File: config.mk
export PLATFORM = sky130hd
export DESIGN_NAME = mode_select
export DESIGN_NICKNAME = d
export VERILOG_FILES = /design/src/rtl/mode_select.sv
export SDC_FILE = /design/constraint.sdc
export NUM_CORES = 1
export LEC_CHECK = 0
export CELL_PAD_IN_SITES_DETAIL_PLACEMENT = 0
export CELL_PAD_IN_SITES_GLOBAL_PLACEMENT = 1
export CORE_ASPECT_RATIO = 0.8
export CORE_UTILIZATION = 28
export DETAILED_ROUTE_END_ITERATION = 16
export PLACE_DENSITY_LB_ADDON = 0.2
export SYNTH_ARGS = -nofsm -noshare
export SYNTH_HDL_FRONTEND = slang
export SYNTH_SLANG_ARGS = --single-unit
File: constraint.sdc
create_clock -name sysclk -period 1.5 [get_ports sysclk]
set_input_delay 0.225 -clock sysclk [delete_from_list [all_inputs] [get_ports sysclk]]
set_output_delay 0.225 -clock sysclk [all_outputs]
set_load 0.01 [all_outputs]
File: src/rtl/mode_select.sv
// mode_select: routes the start strobe and byte of the currently selected
// source channel to a single downstream serializer, with a one-entry
// holding buffer, a sticky drop flag and deferred (idle-only) mode changes.
//
// Ports:
//   sysclk         - system clock, rising edge
//   reset          - synchronous active-high reset
//   data_in        - CHANNELS bytes, channel i at [i*WIDTH +: WIDTH]
//   start_in       - per-channel one-cycle start strobes
//   step           - advance to next mode (wraps)
//   load/load_mode - jump directly to load_mode (ignored if out of range)
//   tx_busy        - serializer busy, high from the cycle after start_out
//   data_out       - registered byte to serializer
//   start_out      - registered one-cycle start to serializer
//   active/LEDs    - one-hot mode and its LED_WIDTH-wide copy
//   mode           - current mode index
//   switch_pending - mode change waiting for the path to go idle
//   overflow       - sticky: a byte was dropped
module mode_select #(
   parameter int CHANNELS  = 3,
   parameter int WIDTH     = 8,
   parameter int LED_WIDTH = 4,
   localparam int MB = ($clog2(CHANNELS) > 1) ? $clog2(CHANNELS) : 1
) (
   input  logic                      sysclk,
   input  logic                      reset,
   input  logic [CHANNELS*WIDTH-1:0] data_in,
   input  logic [CHANNELS-1:0]       start_in,
   input  logic                      step,
   input  logic                      load,
   input  logic [MB-1:0]             load_mode,
   input  logic                      tx_busy,
   output logic [WIDTH-1:0]          data_out,
   output logic                      start_out,
   output logic [CHANNELS-1:0]       active,
   output logic [LED_WIDTH-1:0]      LEDs,
   output logic [MB-1:0]             mode,
   output logic                      switch_pending,
   output logic                      overflow
);

   logic [MB-1:0]        r_mode;
   logic [MB-1:0]        r_target;
   logic                 r_pend;
   logic                 r_start;
   logic [WIDTH-1:0]     r_dout;
   logic                 r_buf_v;
   logic [WIDTH-1:0]     r_buf;
   logic                 r_ovf;
   logic [CHANNELS-1:0]  r_active;
   logic [LED_WIDTH-1:0] r_led;

   logic [WIDTH-1:0]     w_byte;
   logic                 w_ready;
   logic                 w_accept;
   logic                 w_idle;
   logic                 w_load_ok;
   logic                 w_req;
   logic [MB-1:0]        w_step_tgt;
   logic [MB-1:0]        w_req_tgt;
   logic [MB-1:0]        w_pend_tgt;
   logic [MB-1:0]        w_mode_nxt;
   logic [CHANNELS-1:0]  w_active_nxt;
   logic [LED_WIDTH-1:0] w_led_nxt;

   always_comb begin
      w_byte     = data_in[r_mode*WIDTH +: WIDTH];
      w_ready    = !tx_busy && !r_start;
      // starts are frozen while a mode change is waiting
      w_accept   = start_in[r_mode] && !r_pend;
      w_idle     = !r_buf_v && w_ready;
      w_load_ok  = load && (load_mode <= MB'(CHANNELS - 1));
      w_req      = !r_pend && (w_load_ok || step);
      w_step_tgt = (r_mode == MB'(CHANNELS - 1)) ? '0 : r_mode + 1'b1;
      w_req_tgt  = w_load_ok ? load_mode : w_step_tgt;
      w_pend_tgt = w_load_ok ? load_mode : r_target;
      w_mode_nxt = r_mode;
      if (w_req && w_idle)
         w_mode_nxt = w_req_tgt;
      else if (r_pend && w_idle)
         w_mode_nxt = w_pend_tgt;
      w_active_nxt = CHANNELS'(1) << w_mode_nxt;
      w_led_nxt    = LED_WIDTH'(32'(w_active_nxt));
   end

   always_ff @(posedge sysclk) begin
      if (reset) begin
         r_mode   <= '0;
         r_target <= '0;
         r_pend   <= 1'b0;
         r_start  <= 1'b0;
         r_dout   <= '0;
         r_buf_v  <= 1'b0;
         r_buf    <= '0;
         r_ovf    <= 1'b0;
         r_active <= CHANNELS'(1);
         r_led    <= LED_WIDTH'(1);
      end else begin
         r_start <= 1'b0;
         // a held byte always goes first; a new start then refills the buffer
         if (w_ready && r_buf_v) begin
            r_dout  <= r_buf;
            r_start <= 1'b1;
            r_buf_v <= w_accept;
            if (w_accept)
               r_buf <= w_byte;
         end else if (w_ready && w_accept) begin
            r_dout  <= w_byte;
            r_start <= 1'b1;
         end else if (w_accept) begin
            if (!r_buf_v) begin
               r_buf_v <= 1'b1;
               r_buf   <= w_byte;
            end else begin
               r_ovf <= 1'b1;
            end
         end

         r_mode   <= w_mode_nxt;
         r_active <= w_active_nxt;
         r_led    <= w_led_nxt;

         if (r_pend) begin
            if (w_idle)
               r_pend <= 1'b0;
            else if (w_load_ok)
               r_target <= load_mode;
         end else if (w_req && !w_idle) begin
            r_pend   <= 1'b1;
            r_target <= w_req_tgt;
         end
      end
   end

   assign data_out       = r_dout;
   assign start_out      = r_start;
   assign active         = r_active;
   assign LEDs           = r_led;
   assign mode           = r_mode;
   assign switch_pending = r_pend;
   assign overflow       = r_ovf;

endmodule

Word-level counts from Yosys, hierarchy flattened --
Cells that the tools add are included.
Operators by class: $add $sub $neg 1, magnitude comparators 2, eq/ne operators 5, shifts and indexed selects 2, muxes and demuxes 25, bitwise logic cells 2, reductions and logical operators 24
Operators by type and width (count):
- 2-to-1 mux 8 bit | 7
- indexed part select 24 x 6 -> 8 bit | 1
- 2-to-1 mux 2 bit | 8
- logical AND 1 bit | 10
- 2-to-1 mux 1 bit | 9
- AND reduction 4 bit | 2
- nonzero test 2 bit | 4
- != test 2 bit, second input constant | 3
- logical NOT 1 bit | 5
- AND reduction 2 bit | 2
- < comparator 2 x 3 -> 1 bit, second input constant | 1
- left shift 1 x 2 -> 3 bit, first input constant | 1
- adder 2 x 1 -> 2 bit, second input constant | 1
- binary-select mux 1 bit (select 2 bit) | 1
- equality test 2 bit, second input constant | 1
- <= comparator 2 bit, second input constant | 1
- != test 2 x 1 -> 1 bit, second input constant | 1
- NOT 1 bit | 2
- logical OR 1 bit | 1
Word-level totals: register bits 28, input port bits 34, output and inout port bits 20, logic and storage cells 71

Longest topological paths before layout --
Gate-level depths: netlist (run 1).
depth after elaboration 7, depth in mapped cells 8, depth with buffers taken out 5

Worst setup path before layout (run 1) --
OpenSTA, ideal clock, no wires.
kind reg-to-reg, start register r_mode[0] (netlist: mode[0]), end register r_buf[3], data arrival time 1.495 ns, required time 1.421 ns, slack -0.075 ns, stages on the path, launching flop included 9, path buffers 3, cell sequence dfxtp_1 -> nor2b_1 -> buf_2 -> o2bb2ai_1 -> and4_1 -> buf_4 -> buf_6 -> nor2_1 -> a211oi_2
On the way: word-level cells in the longest chain between the ends 6, elaborated cells between the ends (all ways) 14, classes of those cells eq/ne: 2; shift: 1; mux: 7; reduce/logical: 4
RTL lines:
- from (decl) | RTL line 42 | logic [MB-1:0] r_mode;
- from (signal assigned) | RTL line 119 | r_mode <= w_mode_nxt;
- parallel branches: the longest is 6 deep, another holds indexed part select 24 x 6 -> 8 bit
- to (signal assigned) | RTL line 106 | r_buf <= w_byte;
- to (signal assigned) | RTL line 113 | r_buf <= w_byte;
- to (decl) | RTL line 48 | logic [WIDTH-1:0] r_buf;
Parallel ways; which one is timed is not known. The select of a mux whose other input is x is not followed. A chain may end at the register's enable or synchronous reset.

Worst setup path in the final report (run 1) --
start register r_mode[0] (netlist: mode[0]), end register r_led[1] (netlist: LEDs[1])
On the way: word-level cells in the longest chain between the ends 5, elaborated cells between the ends (all ways) 7, classes of those cells add/sub: 1; eq/ne: 1; shift: 1; mux: 4
RTL lines:
- adder 2 x 1 -> 2 bit / equality test 2 bit (equally long branches) | RTL line 74 | w_step_tgt = (r_mode == MB'(CHANNELS - 1)) ? '0 : r_mode + 1'b1;
- 2-to-1 mux 2 bit | RTL line 74
- 2-to-1 mux 2 bit | RTL line 75 | w_req_tgt = w_load_ok ? load_mode : w_step_tgt;
- 2-to-1 mux 2 bit (*) | RTL line 78 | if (w_req && w_idle)
- left shift 1 x 2 -> 3 bit (*) | RTL line 82 | w_active_nxt = CHANNELS'(1) << w_mode_nxt;
- to (signal assigned) | RTL line 121 | r_led <= w_led_nxt;
- to (decl) | RTL line 51 | logic [LED_WIDTH-1:0] r_led;
Every way passes the cells marked *; elsewhere a longest branch is shown, timed or not.

==> results of run 1 <==
## final timing paths
kind / start / end / cells after the start
worst min-delay path: tx_busy / mode[0] / 4
worst max register to register: mode[0] / LEDs[1] / 5
worst max-delay path: mode[0] / LEDs[1] / 5
worst min register to register: data_out[0] / data_out[0] / 1
## cell usage in the layout (no fill, tap or decap), types with 4 or more instances in the layout
master / Yosys / final
a21oi_1: 10 / 4
dlygate4sd2_1: 0 / 4
buf_4: 5 / 25
dfxtp_1: 27 / 23
a211oi_1: 5 / 5
clkdlybuf4s50_1: 0 / 47
a21oi_2: 1 / 5
mux2i_1: 12 / 11
inv_1: 5 / 5
a2bb2oi_1: 8 / 5
o2bb2ai_2: 0 / 6
nand2_1: 9 / 8
nor2_1: 23 / 20
## through the flow
stage          utilization, %  setup TNS, ps  instances  setup WS [ps]  area [sq um]
2_1_floorplan               -         -10.43        154         -10.43          1361
3_3_place_gp            45.48          -5723        280         -304.5          2103
3_5_place_dp            45.48          -6202        280         -348.0          2103
4_1_cts                 48.62         -85.43        286         -69.97          2248
5_1_grt                 52.52          -1104        289         -129.6          2429
6_report                52.52         -95.96        289         -64.22          2429
## report_power, final
part	switching (W)	total (W)	internal (W)	leakage (nW)
clock network	0.000226	0.000416	0.000190	0.0228
logic	0.000404	0.000920	0.000516	0.708
registers	0.0000623	0.000866	0.000804	0.224
## cell usage after synthesis, types with 3 or more instances
library cell	count	area, sq um
clkbuf_1	4	15.01
o2bb2ai_1	9	78.83
nand2_1	9	33.78
a2bb2oi_1	8	70.07
buf_4	5	37.54
nor2_1	23	86.33
a211oi_1	5	37.54
inv_1	5	18.77
dfxtp_1	27	540.5
a21oi_1	10	50.05
buf_2	3	15.01
mux2i_1	12	120.1
or3_1	3	18.77
a211oi_2	3	37.54
## critical path, delay by kind of cell, from the launching register on
family	cells	cell delay [ps]
flip-flops	1	370
AO/OA/AOI/OAI	2	430
AND/OR/NAND/NOR	3	720
## registers in the layout (all words and copies together), names as in the netlist
register,cells
LEDs,3
data_out,8
mode,2
overflow,1
r_buf,8
r_buf_v,1
r_target,2
start_out,1
switch_pending,1
## logic make-up (layout without fill, tap and decap cells)
| kind of cell | Yosys count | count (layout) |
|---|---|---|
| AO/OA/AOI/OAI | 50 | 50 |
| AND/OR/NAND/NOR | 46 | 46 |
| flip-flops | 27 | 27 |
| buffers and inverters | 18 | 93 |
| multiplexers | 12 | 12 |
| other | 1 | 1 |
## metal layers
layer / vias to the layer above / GRT usage [%] / part of all wire, %
li1: 703 / - / -
met1: 665 / 20.73 / 46
met2: 54 / 26.60 / 47
met3: 7 / 2.429 / 5.6
met4: 0 / 4.688 / 1.1
met5: - / 0 / 0
## cell type report
cell class,count,area [sq um]
clock buffer,4,45.04
fill,426,2196
inverter,5,18.77
multi-input combinational,109,919.6
sequential,27,550.5
tap,60,75.07
timing repair buffer,84,819.5
## what timing repair did
action,4_1_cts,5_1_grt
cloned,0,1
buffers inserted,2,2
setup endpoints to repair,20,23
resized for setup,25,27
pin swaps,5,9
==> results.cfg, run 1 <==
[outcome]
status = finished, violations left
violations = setup timing

[cts]
cts_root_buffer = clkbuf_8
cts_made_buffers = 3
clkSinkCount = 27
clk_latency_ps = 270
htree_num_levels = 1
cts_tree = built
ctsLongestPathBuffers = 2
holdBufCountCts = 0
path_clk_slew_ps = 90

[power_and_ir_drop]
powerDensity_nw_per_um2 = 906.8
totalPowerFinal_w = 0.002202
p_leak_nw = 0.9547
irDropWorstVdd_uv = 426.4

[die]
fp.dieH_um = 64.20
design.core.area_sq_um = 4624
ios = 54
die_w_um = 79.74
initial_core_util_pct = 29.27
floorplan.die_area_sq_um = 5119
placementRows = 22

[synthesis]
yosysWarnings = 0
synth-xor-area-share_pct = 0
synth_edf_count = 0
synth_area_sq_um = 1354
syn_nets = 188
synth-simple-area-share_pct = 15.43
synthesis.instances = 154
synthMuxAreaShare_pct = 8.872
synth_compound_area_share_pct = 28.28
yosysSeqAreaShare_pct = 39.93
avgSynthCellArea_sq_um = 8.791
synth_flop_cell = dfxtp_1
synth_top_family_by_area = compound AO/OA/AOI/OAI gates
synthAdderAreaFrac_pct = 0
ys_seq_elements = 27
yosysUniqueCellTypes = 35
synthArstFlopShare_pct = 0

[worst_setup_path]
critical_path_class = flip-flop to flip-flop
critPathMaxStageDelay_ps = 370
crit_path_start_kind = flip-flop
crit_required_ps = 1720
crit_path_end_kind = flip-flop
critPathArrivalTime_ps = 1790
path_cells = or2_1, a211o_1, or3_4, a21oi_4, and3_1
cpMaxStageDelayCell = dfxtp_4
cp_max_fo = 4
r2r_slack_ps = -60

[placement]
place.gp.congestion = 0.9059
port_buffers = 52
dp_hpwl_um = 2973

[flow_run]
drv_cap = 0

[grt]
grt_max_degree = 16
grt_pass1_wl_um = 6354
antenna_found_initial = 0
track_usage_pct = 15.81
grt_pass1_vias = 1416
grt_overflow_total = 0

[sta]
hold_viol = 0
fmax_mhz = 639.3
period_share_pct = 104.3
whs_ps = 465.8
finClkSkew_ps = 1.805
setup_viol = 3
rsz0062_at_grt = yes
setup_ws_ps = -64.22
finalMaxSlewViolations = 0
period_needed_ps = 1564

[drt]
first_pass_iters = 4
wire_per_inst_um = 14.33
final_antenna_net_count = 0
drc = 0
wl_um = 4141
drt-initial-drc-count = 116
vias = 1429
viasPerCell = 4.945

[layout]
syn_to_final_growth_pct = 79.39
layout-drive-gt1-share_pct = 33.62
n_antenna_cell = 0
finalNetCount = 264

[worst_hold_path]
min_path_type = input port to flip-flop
Note: power is estimated with default switching activity, not from simulation.
==> inputs of run 2 (changes only) <==
CORE_ASPECT_RATIO = 1.25   (was 0.8)
==> run 2 against run 1 <==
The run still ends with setup timing left. Register-to-register slack got worse by 60 ps. Worst setup slack got worse by 59 ps. Wire length decreased by 4.7%. Cell count decreased by 0.69%. Maximum frequency decreased by 3.7%. Die area unchanged. Non-clock buffer count unchanged. First-iteration DRC count decreased by 58%.
==> results.cfg, run 2 (synthesis results as in run 1) <==
[worst_setup_path]
critical_path_class = flip-flop to flip-flop
path_delay_family = simple AND/OR/NAND/NOR gates
critPathMaxStageDelay_ps = 380
rr_worst_depth = 5
crit_start = mode[1]
crit_path_end_kind = flip-flop
reg2reg_to = LEDs[1]
timing.rr.start = mode[1]
cpMaxStageDelayCell = dfxtp_4
cp_max_fo = 6
path_cells = or2_1, a211o_1, or3_4, a21oi_4, and3_1
crit_buf_inv = 0
crit_required_ps = 1730
critPathArrivalTime_ps = 1850
crit_path_start_kind = flip-flop
r2r_slack_ps = -120

[layout]
layout.cells.non_filler = 287
syn_to_final_growth_pct = 69.87
layout-drive-gt1-share_pct = 25.76
finalNetCount = 264
n_antenna_cell = 0
final_cell_mix = 48 x clkdlybuf4s50_1, 28 x buf_4, 24 x dfxtp_1
final_common_cell = clkdlybuf4s50_1
utilization_pct = 50.80

[sta]
setup_viol = 19
fmax_mhz = 615.9
period_needed_ps = 1624
finClkSkew_ps = 7.951
finalMaxSlewViolations = 0
rsz0062_at_grt = yes
setup_ws_ps = -123.7
timing.setup.tns_ps = -1006
period_share_pct = 108.2
hold_viol = 0
whs_ps = 467.5

[outcome]
violations = setup timing
status = finished, violations left

[cts]
cts_tree = built
clkSinkCount = 27
cts_made_buffers = 3
ctsLongestPathBuffers = 2
htree_num_levels = 1
clk_latency_ps = 280
holdBufCountCts = 0
path_clk_slew_ps = 90
cts_root_buffer = clkbuf_8

[power_and_ir_drop]
powerDensity_nw_per_um2 = 930.4
power_frac_comb_pct = 40.5
power_switching_w = 0.0006504
irDropWorstVdd_uv = 470.0
switching_share_pct = 30.40
clock_power_share_pct = 19.5
p_leak_nw = 0.9368
internal_power_w = 0.001489
p_seq_share_pct = 39.9

[drt]
drc = 0
vias = 1407
final_antenna_net_count = 0
wire_per_inst_um = 13.75
drt-initial-drc-count = 49
wl_um = 3945
first_pass_iters = 4
viasPerCell = 4.902

[die]
ios = 54
floorplan.die_area_sq_um = 5119
initial_core_util_pct = 29.91
design.core.area_sq_um = 4527
die_w_um = 64.20
placementRows = 27
fp.dieH_um = 79.74

[worst_hold_path]
min_from = data_out[5]
hold_end = data_out[5]
holdPathStages = 1
min_path_type = flip-flop to flip-flop

[flow_run]
drv_cap = 0

[grt]
antenna_found_initial = 0
grt_overflow_total = 0
grt_pass1_vias = 1465
grt_max_degree = 16
grt_pass1_wl_um = 6527
track_usage_pct = 16.10

[placement]
placedCellCount = 276
place.gp.congestion = 0.8488
dp_hpwl_um = 2980
port_buffers = 52
[run 2: how the worst max path moves through the flow]
stage / end / slack, ps / cells past startpoint
after floorplan: LEDs[1] / -10 / 5
after global placement: LEDs[2] / -320 / 6
after detailed placement: LEDs[1] / -380 / 6
after CTS: LEDs[1] / -110 / 5
after global routing: r_target[1] / -180 / 8
final: LEDs[1] / -120 / 5
[run 2: power groups by stage]
| stage | combinational [W] | clock, W | sequential (W) |
|---|---|---|---|
| after global placement | 0.000752 | 0 | 0.000868 |
| after global routing | 0.000943 | 0.000466 | 0.000866 |
| after floorplan | 0.000375 | 0 | 0.000886 |
| after detailed placement | 0.000757 | 0 | 0.000871 |
| final | 0.000867 | 0.000418 | 0.000854 |
| after CTS | 0.000814 | 0.000429 | 0.000854 |
[run 2: final cells by class]
| class | instances | area, sq um |
|---|---|---|
| inverters | 5 | 18.77 |
| clock buffers | 4 | 45.04 |
| well taps | 58 | 72.57 |
| fillers | 426 | 2227 |
| repair buffers | 84 | 805.8 |
| multi-input cells | 109 | 810.8 |
| flip-flops and latches | 27 | 546.8 |
[run 2: through the flow]
step	area, sq um	setup slack, ps	total power, W
2_1_floorplan	1361	-10.43	0.001261
3_3_place_gp	2086	-319.7	0.001620
3_5_place_dp	2086	-379.7	0.001629
4_1_cts	2227	-109.4	0.002097
5_1_grt	2300	-183.4	0.002274
6_report	2300	-123.7	0.002140
[run 2: worst register-to-register path: stages (launching register included)]
cell     delay, ps
dfxtp_4        380
or2_1          210
a211o_1        280
or3_4          350
a21oi_4        180
and3_1         170
[run 2: repair_timing]
action                     in CTS  in global routing
setup buffers                   4                  2
cloned                          0                  1
resized for setup              18                 10
pin swaps                       7                 10
setup endpoints to repair      22                 25
[run 2: routing by layer]
| layer | up-vias | track usage [%] | part of all wire [%] |
|---|---|---|---|
| li1 | 704 | - | - |
| met1 | 655 | 19.44 | 45 |
| met2 | 41 | 29.26 | 49 |
| met3 | 7 | 2.286 | 4.9 |
| met4 | 0 | 4.667 | 1.8 |
| met5 | - | 0 | 0 |
